<file path="config.mk">
export PLATFORM = sky130hd
export DESIGN_NAME = wb_regfile
export DESIGN_NICKNAME = d
export VERILOG_FILES = /design/src/rtl/wb_regfile.sv
export SDC_FILE = /design/constraint.sdc
export NUM_CORES = 2
export LEC_CHECK = 0
export CAP_MARGIN = 20
export CORE_UTILIZATION = 50
export CTS_BUF_LIST = sky130_fd_sc_hd__clkbuf_16
export DETAILED_ROUTE_END_ITERATION = 7
export GPL_ROUTABILITY_DRIVEN = 0
export PLACE_DENSITY = 0.68
export SLEW_MARGIN = 5
export SYNTH_ARGS = -nofsm -noshare
export SYNTH_HDL_FRONTEND = slang
export SYNTH_HIERARCHICAL = 1
export SYNTH_SLANG_ARGS = --single-unit
export TNS_END_PERCENT = 100
</file>
<file path="constraint.sdc">
create_clock -name clk -period 4.4 [get_ports clk]
set_input_delay 0.88 -clock clk [delete_from_list [all_inputs] [get_ports clk]]
set_output_delay 0.88 -clock clk [all_outputs]
set_load 0.005 [all_outputs]
</file>
<file path="src/rtl/wb_regfile.sv">
// wb_regfile: write-back end of the MEM/WB interface plus the 32-entry GPR file.
//   clk, reset        : rising-edge clock, synchronous active-high reset
//   regWrite          : write-back enable from MEM/WB
//   memtoreg          : 1 selects read_data (load), 0 selects data_addr (ALU result)
//   writeReg          : destination register index
//   read_data         : memory load data
//   data_addr         : ALU result / data address
//   readReg1/2        : decode-stage source indices (rs, rt)
//   readData1/2       : combinational read results, with same-cycle write bypass
//   wbData            : selected write-back value (to forwarding unit)
//   wbValid           : write-back commits on this edge
//   writeCount        : number of committed writes, wraps at 2**32

// One combinational read port. The bypass term lets decode see the value
// committing on this edge, so no negedge write is needed.
module wb_rd_port #(
  parameter int DATA_W = 32,
  parameter int ADDR_W = 5,
  parameter int NREGS  = 32
) (
  input  logic                          reset,
  input  logic [ADDR_W-1:0]             raddr,
  input  logic                          wb_valid,
  input  logic [ADDR_W-1:0]             waddr,
  input  logic [DATA_W-1:0]             wb_data,
  input  logic [NREGS-1:0][DATA_W-1:0]  regs,
  output logic [DATA_W-1:0]             rdata
);
  always_comb begin
    rdata = regs[raddr];
    if (reset)                           rdata = '0;
    else if (raddr == '0)                rdata = '0;
    else if (wb_valid && waddr == raddr) rdata = wb_data;
  end
endmodule

module wb_regfile #(
  parameter int DATA_W = 32,
  parameter int ADDR_W = 5,
  parameter int NREGS  = 32
) (
  input  logic              clk,
  input  logic              reset,
  input  logic              regWrite,
  input  logic              memtoreg,
  input  logic [ADDR_W-1:0] writeReg,
  input  logic [DATA_W-1:0] read_data,
  input  logic [DATA_W-1:0] data_addr,
  input  logic [ADDR_W-1:0] readReg1,
  input  logic [ADDR_W-1:0] readReg2,
  output logic [DATA_W-1:0] readData1,
  output logic [DATA_W-1:0] readData2,
  output logic [DATA_W-1:0] wbData,
  output logic              wbValid,
  output logic [31:0]       writeCount
);
  localparam int NUM_RD = 2;

  logic [NREGS-1:0][DATA_W-1:0]  regs;
  logic [31:0]                   write_cnt;
  logic [NUM_RD-1:0][ADDR_W-1:0] rd_addr;
  logic [NUM_RD-1:0][DATA_W-1:0] rd_data;

  assign wbData     = memtoreg ? read_data : data_addr;
  // Index 0 is excluded here, so r0 is never written and never counted.
  assign wbValid    = regWrite & (writeReg != '0) & ~reset;
  assign writeCount = write_cnt;

  always_ff @(posedge clk) begin
    if (reset) begin
      regs      <= '0;
      write_cnt <= '0;
    end else if (wbValid) begin
      regs[writeReg] <= wbData;
      write_cnt      <= write_cnt + 32'd1;
    end
  end

  assign rd_addr[0] = readReg1;
  assign rd_addr[1] = readReg2;
  assign readData1  = rd_data[0];
  assign readData2  = rd_data[1];

  for (genvar p = 0; p < NUM_RD; p++) begin : g_rd
    wb_rd_port #(.DATA_W(DATA_W), .ADDR_W(ADDR_W), .NREGS(NREGS)) u_rd (
      .reset    (reset),
      .raddr    (rd_addr[p]),
      .wb_valid (wbValid),
      .waddr    (writeReg),
      .wb_data  (wbData),
      .regs     (regs),
      .rdata    (rd_data[p])
    );
  end
endmodule
</file>
[After elaboration in Yosys (flattened, before gate mapping)]
Index checks and enable logic that the tools add are counted.
Storage, ports and cells
  flip-flop bits (word level): 1056
  input port bits: 83
  output and inout port bits: 129
  logic and storage cells: 63
Operators by class
  add/sub/neg operators: 1
  magnitude comparators: 4
  equal/unequal tests: 2
  muxes and demuxes: 14
  bitwise logic cells: 3
  reductions and logical operators: 6
Operator list (number)
  1024-bit bitwise mux: 1
  32-bit binary-select mux with 5-bit select: 2
  32-bit 2-to-1 mux: 10
  32-bit demux with 5-bit select: 1
  32-bit by 1-bit adder with 32-bit output, second input constant: 1
  5-bit by 6-bit < comparator with 1-bit output, second input constant: 3
  5-bit == test: 2
  5-bit logical NOT: 2
  5-bit by 1-bit greater-or-equal comparator with 1-bit output, second input constant: 1
  5-bit nonzero test: 1
  1-bit logical AND: 3
  1-bit AND: 2
  1-bit inverter: 1

[Depth between registers and ports, before layout]
  depth in word-level cells: 7
  depth in mapped cells: 10
  mapped depth without buffers: 6

[Cells and area by module]
The synthesis kept the hierarchy.
By module, submodules not included
  wb_regfile: instances 1, cells each 3741, area each 35810.6 µm², seq. area each 21140.3 µm²
  wb_rd_port: instances 2, cells each 832, area each 8827.2 µm², seq. area each 0.0 µm²

[Worst setup path after synthesis]
No wires, ideal clock.
  kind: input -> output
  from: input readReg1[0]
  to: output readData1[17]
  arrival: 2.484 ns
  required time: 3.520 ns
  setup slack: 1.036 ns
  stages: 8
  path through: clkbuf_2 > buf_6 > buf_2 > mux4_2 > o2bb2ai_1 > o221ai_1 > o2111ai_1 > o211a_1
On the way
  longest elaborated chain between the ends: 5
Ends and longest elaborated chain
  start: declaration: line 49  | input logic [ADDR_W-1:0] readReg1,
  32-bit binary-select mux with 5-bit select / 5-bit == test (equally long branches): line 30, 33
  32-bit 2-to-1 mux (implied by the code) / 1-bit logical AND (equally long branches): line 30, 33
  32-bit 2-to-1 mux: line 33  | else if (wb_valid && waddr == raddr) rdata = wb_data;
  32-bit 2-to-1 mux (*): line 32  | else if (raddr == '0) rdata = '0;
  32-bit 2-to-1 mux (*): line 31  | if (reset) rdata = '0;
  end: declaration: line 51  | output logic [DATA_W-1:0] readData1,
Mark *: on every way between the ends. The rest lies on a longest branch, timed or not. The select of a mux whose other input is x is not followed.

[Worst setup path after layout]
  from: input readReg2[0]
  to: output readData2[18]
On the way
  longest elaborated chain between the ends: 5
Ends and longest elaborated chain
  start: declaration: line 50  | input logic [ADDR_W-1:0] readReg2,
  32-bit binary-select mux with 5-bit select / 5-bit == test (equally long branches): line 30, 33
  32-bit 2-to-1 mux (implied by the code) / 1-bit logical AND (equally long branches): line 30, 33
  32-bit 2-to-1 mux: line 33
  32-bit 2-to-1 mux (*): line 32
  32-bit 2-to-1 mux (*): line 31
  end: declaration: line 52  | output logic [DATA_W-1:0] readData2,
Marked as above.

==> results.json <==
{
  "biggest_area_contributors_in_the_synthesized_netlist": "dfxtp_1 (40%), a211oi_1 (14%), mux4_2 (13%)",
  "ctsRootBufferMaster": "clkbuf_16",
  "number_of_enable_flip_flop_cells_after_synthesis": 0,
  "die-height_um": 329,
  "unrepaired_setup_endpoints_after_global_routing": "true",
  "worstMarginPinSlew_ns": 1.13,
  "clk_path_buf_depth": 3,
  "grt-ovfl-total": 0,
  "final_net_count": 5589,
  "synth_top_flop_cell": "dfxtp_1",
  "timing.critical_path.from_type": "input port",
  "pre_cts_ws_ns": -0.0656,
  "maxClockFrequency_ghz": 0.226,
  "max-slew-margin-rel_pct": 24.8,
  "synth_mux_area_share_pct": 23.5,
  "detail_route.iter0.violations": 6370,
  "grt.total_usage_pct": 35.6,
  "final_core_util_pct": 59.6,
  "cts_num_sinks": 1056,
  "crit_buf_inv": 4,
  "synth.yosys.seq_area_share_pct": 39.5,
  "post-place-cells": 6784,
  "clk_transition_reported_paths_ns": 0.06,
  "final_critical_path_setup_slack_ns": -0.0283,
  "netlist_instances": 5405,
  "critPathCaptureType": "primary output",
  "timing.setup.critical_path_class": "in2out",
  "timing.setup.tns_ns": -0.0396,
  "post-synth-top-area-fraction_pct": 39.5,
  "drc": 36,
  "wirelength_mm": 198,
  "combinational_family_with_the_most_area_after_synthesis": "multiplexers",
  "drtPass1Iterations": 7,
  "yosys.area_share.xor_xnor_pct": 0.557,
  "pin_count": 212,
  "clk-insertion-delay-late_ns": 0.72,
  "worst_hold_path_type": "reg2reg",
  "post_route_cells_drive_above_1_share_pct": 18.9,
  "final_max_slew_viol_count": 0,
  "setup_viol_count_final": 2,
  "placementRows": 119,
  "yosys.area.top_type": "dfxtp_1",
  "core_region_area_mm2": 0.106,
  "max_cap_violations": 0,
  "die_width_um": 329,
  "power.density_mw_per_mm2": 341,
  "timing.final.crit_period_ns": 4.43,
  "grt_pass1_wl_mm": 289,
  "synth_compound_area_share_pct": 20.6,
  "synth_seq_cells": 1056,
  "cts_setup_buffers": 0,
  "async_flop_share_pct": 0,
  "timing.critical_path.slowest_cell_delay_ns": 0.78,
  "grt_max_degree": 210,
  "routed_wire_length_per_instance_um": 28.3,
  "vias_in_the_first_global_route": 44200,
  "timing.critical_path.slowest_stage_cell": "nor2_4",
  "antenna_found_initial": 7,
  "p_leak_nw": 21.0,
  "cts-buffers-inserted": 110,
  "fp.dieArea_mm2": 0.108,
  "critical_path_required_ns": 3.52,
  "synthAdderAreaFrac_pct": 0.0234,
  "ir_drop_uv": 306,
  "avgViaCountPerCell": 6.71,
  "drtAntennaViolNets": 0,
  "final-instance-count-excl-fill": 6992,
  "dpl.hpwl_mm": 128,
  "library_cells_used_by_synthesis": 57,
  "clock_skews_ns": 0.0235,
  "path_max_fanout": 32,
  "worstPathCellList": "buf_8, buf_4, buf_12, nor4_1, nor2_4, o21ai_0, a21oi_1, clkdlybuf4s50_1",
  "critical_path_arrival_ns": 3.55,
  "post_synth_instance_area_mm2": 0.0535,
  "final_min_period_over_clock_period_pct": 101,
  "synth.yosys.warnings": 6,
  "postSynthAreaPerCell_um2": 9.89,
  "h_tree_depth_reported_by_cts": 3,
  "failed_checks": "DRC, setup timing",
  "cp_top_family": "buffers and inverters",
  "run_status": "complete, but fails checks",
  "fillers": 8912,
  "initial_utilization_pct": 50.6,
  "area_growth_pct": 17.8,
  "synth.net_count": 5489,
  "place.port_buffers": 211,
  "timing_hold_violations_final": 0,
  "synth_simple_gate_area_share_pct": 10.0,
  "tritoncts_clock_tree": "done",
  "via_count": 46900
}
## kinds of logic after synthesis
logic type / Yosys count
adders and majority gates: 1
xor gates and xnor gates: 34
and+or+nand+nor: 1282
DFF: 1056
AOI/OAI and AO/OA: 1505
buffers and inverters: 679
muxes: 848
## cells in the mapped netlist, types with 6 or more instances
library cell / number
inv_1: 36
buf_6: 20
mux2_2: 45
a211oi_1: 992
o22ai_1: 148
mux2i_1: 483
o2bb2ai_1: 12
a211o_1: 10
buf_1: 23
dfxtp_1: 1056
nor2_1: 1024
nor4_1: 7
nor2_2: 28
and4_1: 7
mux4_2: 320
o21ai_0: 96
nor2b_1: 72
a22oi_1: 18
nand2_1: 44
xnor2_1: 16
o221a_1: 6
o31ai_1: 7
xor2_1: 18
clkbuf_1: 398
and3_1: 23
nand2b_1: 8
nor3_1: 13
buf_2: 146
o221ai_1: 68
o2111ai_1: 32
nand3_1: 23
o211a_1: 41
nand4_1: 10
buf_4: 54
a21oi_1: 36
o21ai_1: 26
o211ai_1: 6
## through the flow
step | power, mW | hold slack (ns) | cell area, um^2
CTS | 21.4 | 0.482 | 62900
global placement | 12.0 | 0.465 | 59200
global route | 21.9 | 0.491 | 63000
floorplan | 11.1 | 0.451 | 53500
detailed placement | 12.0 | 0.471 | 59200
finish | 21.4 | 0.481 | 63000
## state kept, by name, indices dropped and copies added (netlist names)
name,count
regs,1024
writeCount,32
## report_power, final
group          total, mW  internal, mW  leakage, nW  switching (mW)
sequential          9.68          9.63         8.51          0.0521
combinational       2.23         0.796         10.6            1.43
clock               9.54          5.44         1.89            4.10
## final cells by class
cell class	count	area, um^2	area share, %
inverter	36	135	0.215
timing repair buffer	631	6440	10.2
multi-input combinational	3670	29800	47.4
sequential	1056	21100	33.6
tap	1391	1740	2.76
clock buffer	112	2800	4.45
clock inverter	95	852	1.35
antenna	1	2.50	0.00397
## worst paths after layout
kind         slack (ns)           from  cells past startpoint              to
max reg2reg        2.47  writeCount[6]                      5  writeCount[31]
min reg2reg        0.48        regs[9]                      1         regs[9]
min                0.48        regs[9]                      1         regs[9]
max               -0.03    readReg2[0]                      8   readData2[18]
## metal layers
metal | global-route usage [%] | share of wire, %
met5 | 0 | 0.055
met2 | 53.1 | 43
met4 | 15.7 | 4.6
met1 | 47.5 | 40
met3 | 11.0 | 12
## worst register-to-register path, delay by kind of cell, from the launching register on
family           cells  cell delay (ns)
and+or+nand+nor      4             1.00
DFF                  1             0.45
muxes                1             0.35
## layout by cell type (no fill, tap or decap), types with 27 or more instances in the layout
cell             netlist  final
mux2_2                45     45
inv_1                 36     59
clkbuf_16              0    112
buf_4                 54    329
o221ai_1              68     68
nor2b_1               72     72
nor2_1              1024   1021
o211a_1               41     41
o22ai_1              148    148
mux2i_1              483    451
nand2_1               44     42
dfxtp_1             1056   1056
clkdlybuf4s50_1        0    199
mux4_2               320    320
o21ai_0               96     95
a21oi_1               36     36
nor2_4                 4     30
buf_12                 0     94
a211oi_1             992    992
mux2i_4                0     28
o21ai_1               26     27
clkinv_2               0     27
## repair_timing
item                                    in CTS  in global routing
hold buffers                                 0                  0
endpoints found under the setup margin      28                 12
resized for setup                            5                  5
Note: power is estimated with default switching activity, not from simulation.
